**src/rtl/switch_egress_pkg.sv**
```systemverilog
// ----------------------------------------------------------------------------
// switch_egress_pkg
// Shared types and widths for the switch egress stage: the packet word that
// travels through the per-port FIFOs and the source tag of the merged stream.
// Build option: SWITCH_EGRESS_STATS_EN adds saturating per-port drop counters.
// ----------------------------------------------------------------------------
package switch_egress_pkg;

  localparam int ADDR_W = 8;
  localparam int DATA_W = 16;
  localparam int CNT_W  = 16;

  typedef struct packed {
    logic [ADDR_W-1:0] addr;
    logic [DATA_W-1:0] data;
  } pkt_t;

  typedef enum logic {
    SRC_A = 1'b0,
    SRC_B = 1'b1
  } src_e;

  // Round-robin step: the pointer alternates between the two ports.
  function automatic src_e other_src(input src_e s);
    return (s == SRC_A) ? SRC_B : SRC_A;
  endfunction

endpackage

```
**src/rtl/switch_egress_fifo.sv**
```systemverilog
// ----------------------------------------------------------------------------
// switch_egress_fifo
// Small synchronous FIFO holding one port's routed words.
//   i_clk       clock
//   i_rst       synchronous active-high reset (empties the FIFO)
//   i_push      write request; ignored while full (the word is lost upstream)
//   i_push_data word to write
//   i_pop       read request; ignored while empty
//   o_pop_data  head-of-queue word, valid whenever o_empty is low
//   o_empty     no words stored
//   o_count     occupancy, 0..DEPTH
// A pop in the same cycle as a push at full does not make room: the full
// decision uses the count registered at the edge.
// Build option: none (SWITCH_EGRESS_STATS_EN is handled in the top level).
// ----------------------------------------------------------------------------
module switch_egress_fifo
  import switch_egress_pkg::*;
#(
  parameter int DEPTH = 4
) (
  input  logic                   i_clk,
  input  logic                   i_rst,
  input  logic                   i_push,
  input  pkt_t                   i_push_data,
  input  logic                   i_pop,
  output pkt_t                   o_pop_data,
  output logic                   o_empty,
  output logic [$clog2(DEPTH):0] o_count
);

  localparam int               PTR_W    = $clog2(DEPTH);
  localparam logic [PTR_W:0]   CNT_FULL = (PTR_W+1)'(DEPTH);
  localparam logic [PTR_W:0]   CNT_ONE  = (PTR_W+1)'(1);
  localparam logic [PTR_W-1:0] PTR_ONE  = PTR_W'(1);

  pkt_t             r_mem [DEPTH];
  logic [PTR_W-1:0] r_wr_ptr;
  logic [PTR_W-1:0] r_rd_ptr;
  logic [PTR_W:0]   r_count;

  logic w_full;
  logic w_do_push;
  logic w_do_pop;

  assign w_full     = (r_count == CNT_FULL);
  assign o_empty    = (r_count == '0);
  assign w_do_push  = i_push && !w_full;
  assign w_do_pop   = i_pop && !o_empty;
  // Head word is read combinationally so a word pushed in cycle N can be
  // moved to the output register at the end of cycle N+1.
  assign o_pop_data = r_mem[r_rd_ptr];
  assign o_count    = r_count;

  // Storage carries no reset; the pointers and count define what is valid.
  always_ff @(posedge i_clk) begin
    if (w_do_push) begin
      r_mem[r_wr_ptr] <= i_push_data;
    end
  end

  always_ff @(posedge i_clk) begin
    if (i_rst) begin
      r_wr_ptr <= '0;
      r_rd_ptr <= '0;
      r_count  <= '0;
    end else begin
      if (w_do_push) begin
        r_wr_ptr <= r_wr_ptr + PTR_ONE;
      end
      if (w_do_pop) begin
        r_rd_ptr <= r_rd_ptr + PTR_ONE;
      end
      case ({w_do_push, w_do_pop})
        2'b10:   r_count <= r_count + CNT_ONE;
        2'b01:   r_count <= r_count - CNT_ONE;
        default: r_count <= r_count;
      endcase
    end
  end

endmodule

```
**src/rtl/switch_egress_arb.sv**
```systemverilog
// ----------------------------------------------------------------------------
// switch_egress_arb
// Egress stage behind the address-routing switch. Each routed port (A, B) is
// buffered in its own FIFO; a round-robin arbiter merges them into a single
// valid/ready stream tagged with the source port. Words arriving at a full
// FIFO are dropped and reported with a one-cycle pulse.
//   clock                 single clock
//   rst                   synchronous active-high reset
//   vld_a/addr_a/data_a   port A word (no ready, cannot be stalled)
//   vld_b/addr_b/data_b   port B word
//   out_vld/out_rdy       output handshake
//   out_addr/out_data     output word
//   out_src               source of the output word: 0 = A, 1 = B
//   drop_a/drop_b         registered pulse, one cycle after an overflowing word
//   drop_cnt_a/drop_cnt_b saturating drop counters
//                         (only when SWITCH_EGRESS_STATS_EN is defined)
// ----------------------------------------------------------------------------
module switch_egress_arb
  import switch_egress_pkg::*;
#(
  parameter int DEPTH = 4
) (
  input  logic              clock,
  input  logic              rst,
  input  logic              vld_a,
  input  logic [ADDR_W-1:0] addr_a,
  input  logic [DATA_W-1:0] data_a,
  input  logic              vld_b,
  input  logic [ADDR_W-1:0] addr_b,
  input  logic [DATA_W-1:0] data_b,
  output logic              out_vld,
  input  logic              out_rdy,
  output logic [ADDR_W-1:0] out_addr,
  output logic [DATA_W-1:0] out_data,
  output logic              out_src,
  output logic              drop_a,
`ifdef SWITCH_EGRESS_STATS_EN
  output logic              drop_b,
  output logic [CNT_W-1:0]  drop_cnt_a,
  output logic [CNT_W-1:0]  drop_cnt_b
`else
  output logic              drop_b
`endif
);

  localparam int             PTR_W    = $clog2(DEPTH);
  localparam logic [PTR_W:0] CNT_FULL = (PTR_W+1)'(DEPTH);

  // Per-port views, index 0 = A, 1 = B (matches src_e encoding).
  logic [1:0]     w_in_vld;
  pkt_t           w_in_pkt [2];
  pkt_t           w_head   [2];
  logic [1:0]     w_empty;
  logic [PTR_W:0] w_count  [2];
  logic [1:0]     w_pop;
  logic [1:0]     w_drop_next;

  logic           w_free;
  logic           w_grant_vld;
  src_e           w_grant_src;
  pkt_t           w_grant_pkt;

  logic           r_out_vld;
  pkt_t           r_out_pkt;
  src_e           r_out_src;
  src_e           r_rr_ptr;

  assign w_in_vld    = {vld_b, vld_a};
  assign w_in_pkt[0] = '{addr: addr_a, data: data_a};
  assign w_in_pkt[1] = '{addr: addr_b, data: data_b};

  genvar gi;
  generate
    for (gi = 0; gi < 2; gi++) begin : g_port
      switch_egress_fifo #(
        .DEPTH (DEPTH)
      ) u_fifo (
        .i_clk       (clock),
        .i_rst       (rst),
        .i_push      (w_in_vld[gi]),
        .i_push_data (w_in_pkt[gi]),
        .i_pop       (w_pop[gi]),
        .o_pop_data  (w_head[gi]),
        .o_empty     (w_empty[gi]),
        .o_count     (w_count[gi])
      );

      // Overflow judged on the count registered at this edge, so a pop in
      // the same cycle never rescues the incoming word.
      assign w_drop_next[gi] = w_in_vld[gi] && (w_count[gi] == CNT_FULL);

      logic r_drop;
      always_ff @(posedge clock) begin
        if (rst) begin
          r_drop <= 1'b0;
        end else begin
          r_drop <= w_drop_next[gi];
        end
      end

`ifdef SWITCH_EGRESS_STATS_EN
      logic [CNT_W-1:0] r_drop_cnt;
      always_ff @(posedge clock) begin
        if (rst) begin
          r_drop_cnt <= '0;
        end else if (w_drop_next[gi] && (r_drop_cnt != '1)) begin
          r_drop_cnt <= r_drop_cnt + CNT_W'(1);
        end
      end
`endif
    end
  endgenerate

  // Arbitration: the output register accepts a new word when it is empty or
  // being consumed this cycle. The round-robin pointer only matters when both
  // FIFOs have data; otherwise the single non-empty port wins.
  always_comb begin
    w_free      = !r_out_vld || out_rdy;
    w_grant_vld = w_free && (w_empty != 2'b11);
    w_grant_src = SRC_A;
    if (!w_empty[0] && !w_empty[1]) begin
      w_grant_src = r_rr_ptr;
    end else if (!w_empty[1]) begin
      w_grant_src = SRC_B;
    end
    w_pop[0]    = w_grant_vld && (w_grant_src == SRC_A);
    w_pop[1]    = w_grant_vld && (w_grant_src == SRC_B);
    w_grant_pkt = (w_grant_src == SRC_B) ? w_head[1] : w_head[0];
  end

  // Output register. While stalled (valid and not ready) nothing changes.
  always_ff @(posedge clock) begin
    if (rst) begin
      r_out_vld <= 1'b0;
      r_out_pkt <= '0;
      r_out_src <= SRC_A;
      r_rr_ptr  <= SRC_A;
    end else if (w_free) begin
      r_out_vld <= w_grant_vld;
      if (w_grant_vld) begin
        r_out_pkt <= w_grant_pkt;
        r_out_src <= w_grant_src;
        r_rr_ptr  <= other_src(r_rr_ptr);
      end
    end
  end

  assign out_vld  = r_out_vld;
  assign out_addr = r_out_pkt.addr;
  assign out_data = r_out_pkt.data;
  assign out_src  = (r_out_src == SRC_B);
  assign drop_a   = g_port[0].r_drop;
  assign drop_b   = g_port[1].r_drop;

`ifdef SWITCH_EGRESS_STATS_EN
  assign drop_cnt_a = g_port[0].r_drop_cnt;
  assign drop_cnt_b = g_port[1].r_drop_cnt;
`endif

endmodule

```
**config.mk**
```make
export PLATFORM = sky130hd
export DESIGN_NAME = switch_egress_arb
export DESIGN_NICKNAME = d
export VERILOG_FILES = /design/src/rtl/switch_egress_pkg.sv /design/src/rtl/switch_egress_fifo.sv /design/src/rtl/switch_egress_arb.sv
export SDC_FILE = /design/constraint.sdc
export NUM_CORES = 1
export LEC_CHECK = 0
export CAP_MARGIN = 30
export CORE_ASPECT_RATIO = 0.9
export CORE_MARGIN = 5
export CORE_UTILIZATION = 45
export CTS_CLUSTER_SIZE = 16
export DETAILED_ROUTE_END_ITERATION = 8
export DONT_BUFFER_PORTS = 1
export PLACE_DENSITY = 0.7
export REMOVE_ABC_BUFFERS = 1
export SLEW_MARGIN = 10
export SYNTH_ARGS = -nofsm -noshare
export SYNTH_HDL_FRONTEND = slang
export SYNTH_SLANG_ARGS = --single-unit
```
**constraint.sdc**
```tcl
create_clock -name clock -period 2.8 [get_ports clock]
set_input_delay 0.28 -clock clock [delete_from_list [all_inputs] [get_ports clock]]
set_output_delay 0.28 -clock clock [all_outputs]
set_load 0.02 [all_outputs]
```
**After elaboration in Yosys (flattened, before gate mapping)**

Memories as Yosys holds them, arrays and structs flattened. A register that Yosys moved wholly into a read port is not among the register bits.
Cells that the tools add are included.

- Bits in registers: 43
- Latch bits: 0
- RAM bits: 192
- Memory bits (read-only): 0
- Input port bits: 53
- Output and inout bits: 28
- Logic and storage cells: 66
- Memories kept: 2

- Add/sub/neg operators: 8
- Multiply operators: 0
- Divide/modulo/power cells: 0
- $lt $le $gt $ge: 0
- Eq/ne operators: 7
- Shift operators: 0
- Muxes and demuxes: 14
- Bitwise operators: 1
- Reductions and logical operators: 21

Memories:

| name | words | bits a word | rd ports | clocked after Yosys merged registers in | write ports | line | text |
|---|---|---|---|---|---|---|---|
| g_port[0].u_fifo.r_mem | 4 | 24 | 1 | 1 | 1 | switch_egress_fifo.sv:36 | `pkt_t r_mem [DEPTH];` |
| g_port[1].u_fifo.r_mem | 4 | 24 | 1 | 1 | 1 | switch_egress_fifo.sv:36 |  |

Operators by type and width:

| operator | count |
|---|---|
| $mux 24 | 1 |
| $pmux 3 s2 | 2 |
| $logic_and 1x1->1 | 10 |
| $add 2x1->2 const B | 4 |
| $mux 2 | 4 |
| $mux 1 | 7 |
| $add 3x1->3 const B | 2 |
| $eq 3x3->1 const B | 2 |
| $logic_not 3->1 | 2 |
| $sub 3x1->3 const B | 2 |
| $logic_not 1->1 | 5 |
| $eq 2x1->1 const B | 2 |
| $eq 2x2->1 const B | 2 |
| $reduce_bool 2->1 | 2 |
| $ne 2x2->1 const B | 1 |
| $reduce_and 2->1 | 1 |
| $logic_or 1x1->1 | 1 |
| $not 1->1 | 1 |

**Depth between registers and ports, before layout**

Gate-level depths: netlist of run 1.

- Depth in word-level cells: 9
- Gate-level depth with buffers: 11
- Mapped depth without buffers: 9

**Modules after synthesis**

From an unflattened synthesis of run 1, not the netlist that was laid out.

- Cell total of the unflattened synthesis: 525
- Area total of the unflattened synthesis: 9,409.0 µm²

By module, submodules not included:

| module | times used | cells each | area an instance (µm²) | seq. area each (µm²) |
|---|---|---|---|---|
| switch_egress_fifo | 2 | 179 | 3,991.3 | 3,062.9 |
| switch_egress_arb | 1 | 167 | 1,426.4 | 580.6 |

**Least setup slack after synthesis of run 1**

OpenSTA, ideal clock, no wires.

- Path kind: register to register
- Start point: register g_port[1].u_fifo.r_count[2]
- End point: register g_port[0].u_fifo.r_count[2]
- Library setup time: 0.070 ns
- Arrival: 2.541 ns
- Data required time: 2.730 ns
- Path slack: 0.189 ns
- Cell stages (with the launch flop): 11
- Clock period less this slack: 2.611 ns
- Cell sequence: dfxtp_1 > or3_1 > buf_2 > a221oi_4 > buf_6 > ha_1 > inv_1 > fa_1 > xor2_1 > or3_1 > a21oi_1

- Longest elaborated chain between the ends: 9

RTL lines:

| what | line | text |
|---|---|---|
| from (decl) | switch_egress_fifo.sv:39 | `logic [PTR_W:0] r_count;` |
| from (signal assigned) | switch_egress_fifo.sv:74 | `2'b10: r_count <= r_count + CNT_ONE;` |
| from (signal assigned) | switch_egress_fifo.sv:75 | `2'b01: r_count <= r_count - CNT_ONE;` |
| from (signal assigned) | switch_egress_fifo.sv:76 | `default: r_count <= r_count;` |
| $logic_not 3->1 (*) | switch_egress_fifo.sv:46 | `assign o_empty = (r_count == '0);` |
| $logic_not 1->1 | switch_egress_arb.sv:121 | `if (!w_empty[0] && !w_empty[1]) begin` |
| $logic_and 1x1->1 | switch_egress_arb.sv:121 |  |
| $mux 1 | switch_egress_arb.sv:121 |  |
| $not 1->1 | switch_egress_arb.sv:126 | `w_pop[0] = w_grant_vld && (w_grant_src == SRC_A);` |
| $logic_and 1x1->1 (*) | switch_egress_arb.sv:126 |  |
| $logic_and 1x1->1 (*) | switch_egress_fifo.sv:48 | `assign w_do_pop = i_pop && !o_empty;` |
| named net g_port[0].u_fifo.w_do_pop | switch_egress_fifo.sv:43 | `logic w_do_pop;` |
| $eq 2x1->1 / $eq 2x2->1 (equally long branches) | switch_egress_fifo.sv:73 | `case ({w_do_push, w_do_pop})` |
| $pmux 3 s2 / $reduce_bool 2->1 (equally long branches) | - |  |
| to (signal assigned) | switch_egress_fifo.sv:74 |  |
| to (signal assigned) | switch_egress_fifo.sv:75 |  |
| to (signal assigned) | switch_egress_fifo.sv:76 |  |
| to (decl) | switch_egress_fifo.sv:39 |  |

Mark *: on every way through the listed nets, which the timed path passes. The rest lies on a longest branch.
A chain may end at the register's enable or synchronous reset.

**Worst setup path in the final report of run 1**

- Start point: register g_port[1].u_fifo.r_count[2]
- End point: register g_port[0].u_fifo.r_count[2]

- Longest elaborated chain between the ends: 9

RTL lines:

| what | line |
|---|---|
| $logic_not 3->1 (*) | switch_egress_fifo.sv:46 |
| $logic_not 1->1 | switch_egress_arb.sv:121 |
| $logic_and 1x1->1 | switch_egress_arb.sv:121 |
| $mux 1 | switch_egress_arb.sv:121 |
| $not 1->1 | switch_egress_arb.sv:126 |
| $logic_and 1x1->1 (*) | switch_egress_arb.sv:126 |
| $logic_and 1x1->1 (*) | switch_egress_fifo.sv:48 |
| $eq 2x1->1 / $eq 2x2->1 (equally long branches) | switch_egress_fifo.sv:73 |
| $pmux 3 s2 / $reduce_bool 2->1 (equally long branches) | - |

Every way passes the cells marked *; elsewhere a longest branch is shown, timed or not.

==> summary.md, run 1 <==
| Metric | Value |
|---|---|
| Setup crit start kind | `flop` |
| Total GRT Usage | `0.158` |
| Status | `completed` |
| Ys flop type | `edfxtp_1` |
| Num rows | `48` |
| Hpwl dp | `about 11000 µm` |
| TritonCTS buffer count | `24` |
| H-tree levels | `1` |
| Die Ht | `143 µm` |
| TritonRoute pass-1 iters | `5` |
| FF-to-FF Start | `g_port[1].u_fifo.o_count[2]$_SDFFE_PP0P_` |
| CTS sink count | `239` |
| Leading area contributor after synthesis | `edfxtp_1` |
| Area occupied by multi-input gates | `2000 µm²` |
| Crit Path Category | `reg2reg` |
| I/O Buffers | `0` |
| Worst skew pair latency | `0.52 ns` |
| GP Congestion | `~0.74` |
| Total gr overflow | `0` |
| Largest net degree at the start of global routing | `46` |
| Fin crit share | `0.867` |
| Post_cts resized | `0` |
| Asr flop ratio synth | `0` |
| Worst path bufs/invs | `1` |
| Detailed-route DRC error count | `0` |
| Drt initial violations | `391` |
| Tot Pwr | `10.3 mW` |
| EDFF count, synth | `192` |
| Initial antenna violation count | `0` |
| Worst-path maximum fanout | `5` |
| Antenna-violating nets left | `0` |
| Max Cap Viol | `0` |
| First-pass GRT wire length | `26800 µm` |
| Most frequent cell after synthesis | `edfxtp_1` |
| Arrival time at the worst endpoint | `~2.9 ns` |
| Layout cell share with drive strength beyond 1 | `0.196` |
| Area grow syn2layout | `18.6%` |
| Yosys warning count | `0` |
| Final WS setup | `0.371 ns` |
| Leak Pwr | `3.49 nW` |
| CP endpoint | `g_port[0].u_fifo.o_count[2]$_SDFFE_PP0P_` |
| Final setup viols | `0` |
| Crit path time final | `2.43 ns` |
| Post-DR vias/cell | `around 5.5` |
| CTS clk-pin slew, worst paths | `0.07 ns` |
| Net count, final | `584` |
| Final hold violations | `0` |
| Critical Path Start | `g_port[1].u_fifo.o_count[2]$_SDFFE_PP0P_` |
| Routed WL | `17400 µm` |
| Worst Path Required | `3.23 ns` |
| Most used cell, CP | `or3_1` |
| Top cells by count, synth | `192 x edfxtp_1, 48 x mux4_2, 47 x dfxtp_1` |
| Yosys reg bits | `~240` |
| Synthesized cell area | `around 8900 µm²` |
| FF/Latch Area | `approximately 6700 µm²` |
| Postcts setup bufs | `0` |
| Sequential fraction of the synthesis area | `0.755` |
| CP peak stage delay | `0.48 ns` |
| Slowest cell on crit path | `or3_1` |
| Ant. Diodes | `0` |
| Filler Cell Count | `between 1000 and 1500` |
| Core occupancy in the finished layout | `0.546` |
| Synth area leaders | `edfxtp_1 65%, mux4_2 12%, dfxtp_1 11%` |
| Hold WC Path Type | `in2reg` |
| Syn Area/Cell | `19.7 µm²` |
| Post-DR wirelength/cell | `22.2 µm` |
| CTS tree | `done` |
| Die Wd | `between 150 and 200 µm` |
| Peak Freq | `412 MHz` |
| Pins Over Slew Limit | `0` |
| Vias in the first global route | `4705` |
| Clk root buf | `clkbuf_16` |
| Power density over the cells | `979 nW/µm²` |
| R2R cell count | `8` |
| Worst path top cell family by delay | `simple AND/OR/NAND/NOR gates` |
| CP Depth | `8` |
| Via count | `4348` |
| Critical path, cell by cell | `or3_1 -> a221oi_4 -> ha_1 -> inv_1 -> fa_1 -> xor2_1 -> or3_1 -> a21oi_1` |
| R2R Setup Slk | `0.37 ns` |
| RR Endpoint | `g_port[0].u_fifo.o_count[2]$_SDFFE_PP0P_` |
| Initial Util | `0.461` |
| Post-Syn Instances | `451` |
| Setup Skew | `0.0231 ns` |
| Worst slew pin tran | `0.546 ns` |
| I/O pin cnt | `81` |
| Crit. End Element | `flop` |
| Peak VDD IR | `0.607 mV` |
| Pre-CTS setup slack | `between 0.3 and 0.4 ns` |
| Core Box Area | `19300 µm²` |
| Number of hold buffers added after cts | `51` |
| Distinct cells, synth | `30` |
| Unrepaired setup endpoints after global routing | `false` |
| Total die area | `22700 µm²` |
| Yosys top cell area share | `0.649` |
| Relative slew slack | `0.635` |
| Clock tree buffer depth | `3` |
==> layout by cell type, fill, tap and decap left out, types with 3 or more instances in the layout <==
master | synthesis | routed
buf_4 | 0 | 14
xnor2_1 | 4 | 4
nor2_1 | 43 | 43
clkbuf_1 | 10 | 10
edfxtp_1 | 192 | 192
buf_12 | 0 | 3
and2_1 | 8 | 8
dlygate4sd3_1 | 0 | 50
ha_1 | 10 | 10
inv_1 | 13 | 13
dfxtp_1 | 47 | 45
a21oi_1 | 8 | 8
xor2_1 | 5 | 5
a222oi_1 | 24 | 24
or3_1 | 3 | 3
clkbuf_8 | 0 | 3
clkbuf_16 | 0 | 26
mux4_2 | 48 | 48
==> state kept, by name (all words and copies together) (netlist names), named ones only <==
signal                  flops
drop_a                      1
drop_b                      1
g_port.u_fifo.o_count       6
g_port.u_fifo.r_mem       192
g_port.u_fifo.r_rd_ptr      4
g_port.u_fifo.r_wr_ptr      4
out_addr                    8
out_data                   16
out_src                     1
out_vld                     1
r_rr_ptr                    1
==> power by group <==
part | switching (mW) | internal (mW)
Clock | 1.27 | 1.88
Combinational | 1.30 | 1.05
Sequential | 0.427 | 4.38
==> how the worst min path moves through the flow <==
stage / start / endpoint / depth (start not counted)
3_3_place_gp: rst / g_port[0].u_fifo.o_count[2]$_SDFFE_PP0P_ / 1
4_1_cts: rst / g_port[0].u_fifo.r_rd_ptr[0]$_SDFFE_PP0P_ / 2
6_report: rst / g_port[0].u_fifo.r_rd_ptr[0]$_SDFFE_PP0P_ / 2
3_5_place_dp: rst / out_addr[2]$_SDFFE_PP0P_ / 1
5_1_grt: rst / out_addr[4]$_SDFFE_PP0P_ / 2
2_1_floorplan: rst / g_port[0].u_fifo.o_count[2]$_SDFFE_PP0P_ / 1
==> cells by family (layout without fill, tap and decap cells) <==
| family | after synthesis | after routing | synth area share |
|---|---|---|---|
| simple gates | 62 | 62 | 0.0324 |
| compound gates | 41 | 41 | 0.0417 |
| xor+xnor | 9 | 9 | 0.00887 |
| mux | 50 | 50 | 0.124 |
| fa+ha+maj | 12 | 12 | 0.0186 |
| flops | 239 | 239 | 0.755 |
| buf+inv | 38 | 124 | 0.0194 |
==> per-stage QoR <==
step / area, µm² / hold slack, ns / setup TNS, ns / std cells
6_report: 10500 / 0.0785 / 0 / 787
2_1_floorplan: 8760 / 0.349 / -0.0360 / 426
3_3_place_gp: 9220 / 0.358 / 0 / 692
3_5_place_dp: 9220 / 0.362 / 0 / 692
5_1_grt: 10500 / 0.0718 / 0 / 787
4_1_cts: 10500 / 0.0594 / 0 / 787
==> layout make-up <==
type,instances,area share
clock buffers,39,0.0693
clock inverters,5,0.00606
inverters,13,0.00463
multi-input cells,174,0.190
flip-flops and latches,239,0.637
well taps,250,0.0297
repair buffers,67,0.0632
==> layer usage <==
metal	up-vias	routed length, µm	GRT usage
met5	-	0	0
met2	148	9060	0.276
met3	26	1550	0.0548
li1	1956	-	-
met1	2218	6410	0.185
met4	0	430	0.0435
Power figures use the tool's default switching activity.
==> run 2, diff against run 1 <==
--- a/config.mk
+++ b/config.mk
@@ -12,7 +12,6 @@
 export CTS_CLUSTER_SIZE = 16
 export DETAILED_ROUTE_END_ITERATION = 8
 export DONT_BUFFER_PORTS = 1
-export PLACE_DENSITY = 0.7
 export REMOVE_ABC_BUFFERS = 1
 export SLEW_MARGIN = 10
 export SYNTH_ARGS = -nofsm -noshare
==> run 2 against run 1 <==
Effect of this change:
- critical path depth unchanged
- register-to-register slack got worse by 0.08 ns
- hold slack got worse by 0.0050 ns
- routed wire length increased by 3.0%
- final cell count increased by 0.76%
- flip-flop and latch count unchanged
- critical endpoint is now g_port[1].u_fifo.o_count[2]$_SDFFE_PP0P_
- clock skew increased by 0.0070 ns
- die area unchanged
- power decreased by 2.0%
- sequential share of layout area increased by 0.17 points
==> summary.md, run 2 (same netlist as run 1, synthesis figures left out) <==
| Metric | Value |
|---|---|
| Status | `completed` |
| Post-DR vias/cell | `5.55` |
| H-tree levels | `1` |
| Clock tree buffer depth | `3` |
| TritonCTS buffer count | `24` |
| CTS tree | `done` |
| Initial Util | `0.461` |
| Total gr overflow | `0` |
| Net count, final | `just under 600` |
| Worst skew pair latency | `about 0.53 ns` |
| Smallest hold slack | `between 0.07 and 0.08 ns` |
| Setup TNS | `0 ns` |
| Layout cell share with drive strength beyond 1 | `0.198` |
| Routed WL | `between 15000 and 20000 µm` |
| Num rows | `48` |
| Setup crit start kind | `flop` |
| Post-DR wirelength/cell | `22.7 µm` |
| Total placed instance area | `about 9300 µm²` |
| CTS sink count | `between 200 and 250` |
| Fin crit share | `0.897` |
| Worst-path maximum fanout | `6` |
| Relative slew slack | `0.626` |
| Unrepaired setup endpoints after global routing | `false` |
| Final setup viols | `0` |
| Crit. End Element | `flop` |
| Number of hold buffers added after cts | `51` |
| Tot Pwr | `10.1 mW` |
| First-pass GRT wire length | `27200 µm` |
| Max reg flops | `around 190` |
| Total die area | `22700 µm²` |
| CTS clk-pin slew, worst paths | `0.06 ns` |
| Hold WC Path Type | `in2reg` |
| Crit path time final | `2.51 ns` |
| Die Ht | `about 140 µm` |
| Vias in the first global route | `4668` |
| Peak Freq | `398 MHz` |
| Commonest non-fill, non-tap cells in the layout | `192 x edfxtp_1, 50 x dlygate4sd3_1, 48 x mux4_2, 45 x dfxtp_1, 43 x nor2_1` |
| Worst Path Required | `around 3.2 ns` |
| Drt initial violations | `430` |
| Arrival time at the worst endpoint | `2.94 ns` |
| Hpwl dp | `11400 µm` |
| Worst slew pin tran | `roughly 0.56 ns` |
| TritonRoute pass-1 iters | `4` |
| Commonest non-fill, non-tap cell in the layout | `edfxtp_1` |
| Detailed-route DRC error count | `0` |
| Core Box Area | `19300 µm²` |
| Power density over the cells | `approximately 960 nW/µm²` |
| Final instance area | `~11000 µm²` |
| Core occupancy in the finished layout | `0.545` |
| Final hold violations | `0` |
| Clk root buf | `clkbuf_16` |
| I/O pin cnt | `81` |
| Max Cap Viol | `0` |
| Setup Skew | `approximately 0.03 ns` |
| Postcts setup bufs | `0` |
| Initial antenna violation count | `2` |
| Antenna-violating nets left | `0` |
| Peak VDD IR | `0.586 mV` |
| Crit Path Category | `reg2reg` |
| Via count | `4398` |
| Pins Over Slew Limit | `0` |
| Leak Pwr | `3.48 nW` |
| Total GRT Usage | `0.159` |
| Area grow syn2layout | `18.3%` |
| I/O Buffers | `0` |
| Die Wd | `158 µm` |
| Post_cts resized | `0` |
| Largest net degree at the start of global routing | `46` |
| GP Congestion | `0.733` |
| Top reg by flops | `g_port.u_fifo.r_mem` |
-- run 2: where the power goes --
| part | leakage, nW | internal (mW) | total (mW) | switching, mW |
|---|---|---|---|---|
| logic | 0.982 | 1.06 | 2.41 | 1.35 |
| registers | 2.15 | 4.38 | 4.81 | 0.429 |
| clock network | 0.349 | 1.64 | 2.89 | 1.25 |
| total | 3.48 | 7.08 | 10.1 | 3.03 |
-- run 2: worst paths after layout --
path | startpoint | endpoint | slack (ns) | cells after the start
hold / removal | out_rdy | out_vld$_SDFFE_PP0P_ | 0.07 | 2
setup reg to reg | g_port[0].u_fifo.o_count[2]$_SDFFE_PP0P_ | g_port[1].u_fifo.o_count[2]$_SDFFE_PP0P_ | 0.29 | 8
setup / recovery | g_port[0].u_fifo.o_count[2]$_SDFFE_PP0P_ | g_port[1].u_fifo.o_count[2]$_SDFFE_PP0P_ | 0.29 | 8
hold reg to reg | g_port[1].u_fifo.r_rd_ptr[1]$_SDFFE_PP0P_ | flop | 0.54 | 2
-- run 2: area by class of cell --
cell class | instances | area, µm²
inverters | 13 | 48.8
flip-flops and latches | 239 | 6710
well taps | 250 | 313
clock inverters | 6 | 55.1
multi-input cells | 174 | 2000
clock buffers | 38 | 663
fillers | 1485 | 8770
repair buffers | 71 | 708
diodes | 2 | 5.00
-- run 2: worst max-delay path, stage by stage, from the launching register on --
cell     delay, ns
dfxtp_1       0.35
nor3_1        0.46
o211a_1       0.23
ha_1          0.19
inv_1         0.06
fa_1          0.37
xor2_1        0.16
or3_2         0.42
a21oi_1       0.18
-- run 2: through the flow --
step	worst slack, ns	std cells
2_1_floorplan	-0.0360	426
3_3_place_gp	0.468	696
3_5_place_dp	0.341	696
4_1_cts	0.327	791
5_1_grt	0.158	793
6_report	0.287	793
-- run 2: routing by layer --
| metal | vias to the layer above | global-route usage | wire (µm) |
|---|---|---|---|
| met1 | 2252 | 0.201 | 7100 |
| li1 | 1964 | - | - |
| met4 | 0 | 0.0373 | 361 |
| met5 | - | 0 | 0 |
| met2 | 153 | 0.271 | 8970 |
| met3 | 29 | 0.0515 | 1540 |
==> run 3, diff against run 2 <==
--- a/config.mk
+++ b/config.mk
@@ -5,6 +5,7 @@
 export SDC_FILE = /design/constraint.sdc
 export NUM_CORES = 1
 export LEC_CHECK = 0
+export ABC_AREA = 1
 export CAP_MARGIN = 30
 export CORE_ASPECT_RATIO = 0.9
 export CORE_MARGIN = 5
==> run 3 against run 2 <==
Effect of this change:
- clock power grew 2%
- flip-flop and latch count unchanged
- via count up 51%
==> summary.md, run 3 <==
| Metric | Value |
|---|---|
| Unrepaired setup endpoints after global routing | `false` |
| Pre-CTS setup slack | `0.691 ns` |
| Power density over the cells | `934 nW/µm²` |
| Fin crit share | `0.760` |
| Detailed-route DRC error count | `0` |
| Max reg flops | `192` |
| Xor/xnor share of the synthesized area | `0.00171` |
| Synthesized cell area | `10300 µm²` |
| Number of hold buffers added after cts | `51` |
| Largest net degree at the start of global routing | `49` |
| Die Wd | `~170 µm` |
| Synth area leaders | `edfxtp_1 56%, nand2_1 12%, dfxtp_1 9.2%` |
| First-pass GRT wire length | `32500 µm` |
| Total gr overflow | `0` |
| Asr flop ratio synth | `0` |
| Worst hold stages | `2` |
| Post_cts resized | `0` |
| Yosys reg bits | `239` |
| Die Ht | `153 µm` |
| Synth Area in Compound Gates | `0.0178` |
| Status | `completed` |
| I/O Buffers | `0` |
| Clk root buf | `clkbuf_16` |
| Layout cell share with drive strength beyond 1 | `0.0714` |
| Final setup viols | `0` |
| Area grow syn2layout | `15.0%` |
| H-tree levels | `1` |
| Peak Freq | `470 MHz` |
| Num rows | `52` |
| CTS tree | `done` |
| EDFF count, synth | `192` |
| Clock tree buffer depth | `3` |
| Final hold violations | `0` |
| Sequential fraction of the synthesis area | `0.654` |
| Post-synthesis simple-gate area fraction | `0.216` |
| Setup Skew | `0.00579 ns` |
| R2R cell count | `12` |
| Post-Syn Instances | `around 1100` |
| Setup crit start kind | `flop` |
| Leading area contributor after synthesis | `edfxtp_1` |
| Main combinational cell family by area after synthesis | `simple AND/OR/NAND/NOR gates` |
| Post-DR wirelength/cell | `14.7 µm` |
| GP Congestion | `slightly below 0.8` |
| Hold WC Path Type | `in2reg` |
| Relative slew slack | `0.375` |
| Worst slew pin tran | `0.937 ns` |
| Net count, final | `1168` |
| Final instance area | `11800 µm²` |
| Final WS setup | `between 0.6 and 0.7 ns` |
| TritonRoute pass-1 iters | `5` |
| CTS sink count | `239` |
| Crit path time final | `2.13 ns` |
| Postcts setup bufs | `0` |
| Ys flop type | `edfxtp_1` |
| Peak VDD IR | `0.972 mV` |
| Distinct cells, synth | `26` |
| Drt initial violations | `428` |
| Crit. End Element | `flop` |
| Commonest non-fill, non-tap cell in the layout | `nand2_1` |
| Hpwl dp | `12500 µm` |
| Synth Area in Adders | `0.0161` |
| Worst skew pair latency | `~0.51 ns` |
| Leak Pwr | `5.23 nW` |
| Top reg by flops | `g_port.u_fifo.r_mem` |
| Total die area | `25900 µm²` |
| Total GRT Usage | `0.157` |
| Syn Area/Cell | `~9.8 µm²` |
| Setup TNS | `0 ns` |
| Arrival time at the worst endpoint | `2.52 ns` |
| Max Cap Viol | `0` |
| Ant. Diodes | `0` |
| Post-DR vias/cell | `4.69` |
| Pins Over Slew Limit | `0` |
| Vias in the first global route | `between 6000 and 7000` |
| Routed WL | `~21000 µm` |
| Initial Util | `0.457` |
| Core Box Area | `roughly 22000 µm²` |
| Worst Path Required | `3.19 ns` |
| Initial antenna violation count | `0` |
| Commonest non-fill, non-tap cells in the layout | `340 x nand2_1, 192 x edfxtp_1, 191 x inv_1, 145 x nand3_1, 51 x dlygate4sd3_1` |
| Mux share of post-synthesis cell area | `0` |
| Crit Path Category | `reg2reg` |
| Yosys warning count | `0` |
| Yosys top cell area share | `0.562` |
| CTS clk-pin slew, worst paths | `0.06 ns` |
| Most frequent cell after synthesis | `nand2_1` |
| TritonCTS buffer count | `24` |
| Worst-path maximum fanout | `4` |
| Top cells by count, synth | `340 x nand2_1, 192 x edfxtp_1, 191 x inv_1` |
| Total placed instance area | `10600 µm²` |
| Via count | `6651` |
| Antenna-violating nets left | `0` |
| I/O pin cnt | `between 80 and 90` |
==> run 3: changes by cell type after synthesis, sizes merged, moves of 16 or more <==
cell,before,now
nand2,1,352
mux4,48,0
nor2,43,27
inv,13,197
a222oi,24,0
buf,15,35
nand3,0,146
==> run 3: layer usage <==
| layer | track usage | vias up | part of all wire |
|---|---|---|---|
| li1 | - | 3428 | - |
| met1 | 0.202 | 3039 | 0.43 |
| met2 | 0.257 | 140 | 0.46 |
| met3 | 0.0478 | 44 | 0.074 |
| met4 | 0.0498 | 0 | 0.034 |
| met5 | 0 | - | 0 |
==> run 3: cells by family (layout without fill, tap and decap cells) <==
family / count (synthesis) / in the layout
buffers and inverters: 241 / 310
adders and majority gates: 12 / 12
DFF: 239 / 239
xor gates and xnor gates: 2 / 2
and+or+nand+nor: 525 / 525
AOI/OAI and AO/OA: 32 / 32
==> run 3: worst paths after layout <==
kind / start / slack (ns) / endpoint
worst max-delay path: g_port[1].u_fifo.o_count[0]$_SDFFE_PP0P_ / 0.67 / g_port[0].u_fifo.o_count[2]$_SDFFE_PP0P_
worst min-delay path: vld_b / 0.18 / g_port[1].u_fifo.r_wr_ptr[0]$_SDFFE_PP0P_
worst min register to register: g_port[0].u_fifo.o_count[2]$_SDFFE_PP0P_ / 0.49 / drop_a$_SDFF_PP0_
worst max register to register: g_port[1].u_fifo.o_count[0]$_SDFFE_PP0P_ / 0.67 / g_port[0].u_fifo.o_count[2]$_SDFFE_PP0P_
==> run 3: through the flow <==
stage | instances | power (mW) | hold WS [ns] | util
after floorplan | 1008 | 7.09 | 0.349 | -
after global placement | 1323 | 8.02 | 0.351 | 0.470
after detailed placement | 1323 | 8.07 | 0.352 | 0.470
after CTS | 1417 | 11.1 | 0.182 | 0.525
after global routing | 1417 | 11.8 | 0.238 | 0.525
final | 1417 | 11.0 | 0.183 | 0.525
==> run 3: critical path: stages, from the launching register on <==
cell     delay, ns
dfxtp_1       0.31
inv_1         0.13
nand2_1       0.07
nor2_1        0.18
a21oi_4       0.05
nor2_1        0.19
ha_1          0.17
inv_1         0.07
fa_1          0.37
a21oi_1       0.14
o21ai_0       0.11
o21ai_0       0.18
a21oi_1       0.06
==> run 3: final cells by class <==
cell class                      count  area [µm²]
Timing Repair Buffer               69         646
Clock buffer                       38         674
Tap cell                          297         372
Inverter                          198         743
Clock inverter                      5        47.5
Multi-Input combinational cell    571        2600
Sequential cell                   239        6710
Fill cell                        2033       10700
==> run 3: report_power, final <==
part / internal (mW) / leakage [nW] / switching, mW
clock network: 1.74 / 0.349 / 1.22
registers: 4.37 / 2.15 / 0.379
logic: 1.05 / 2.73 / 2.25
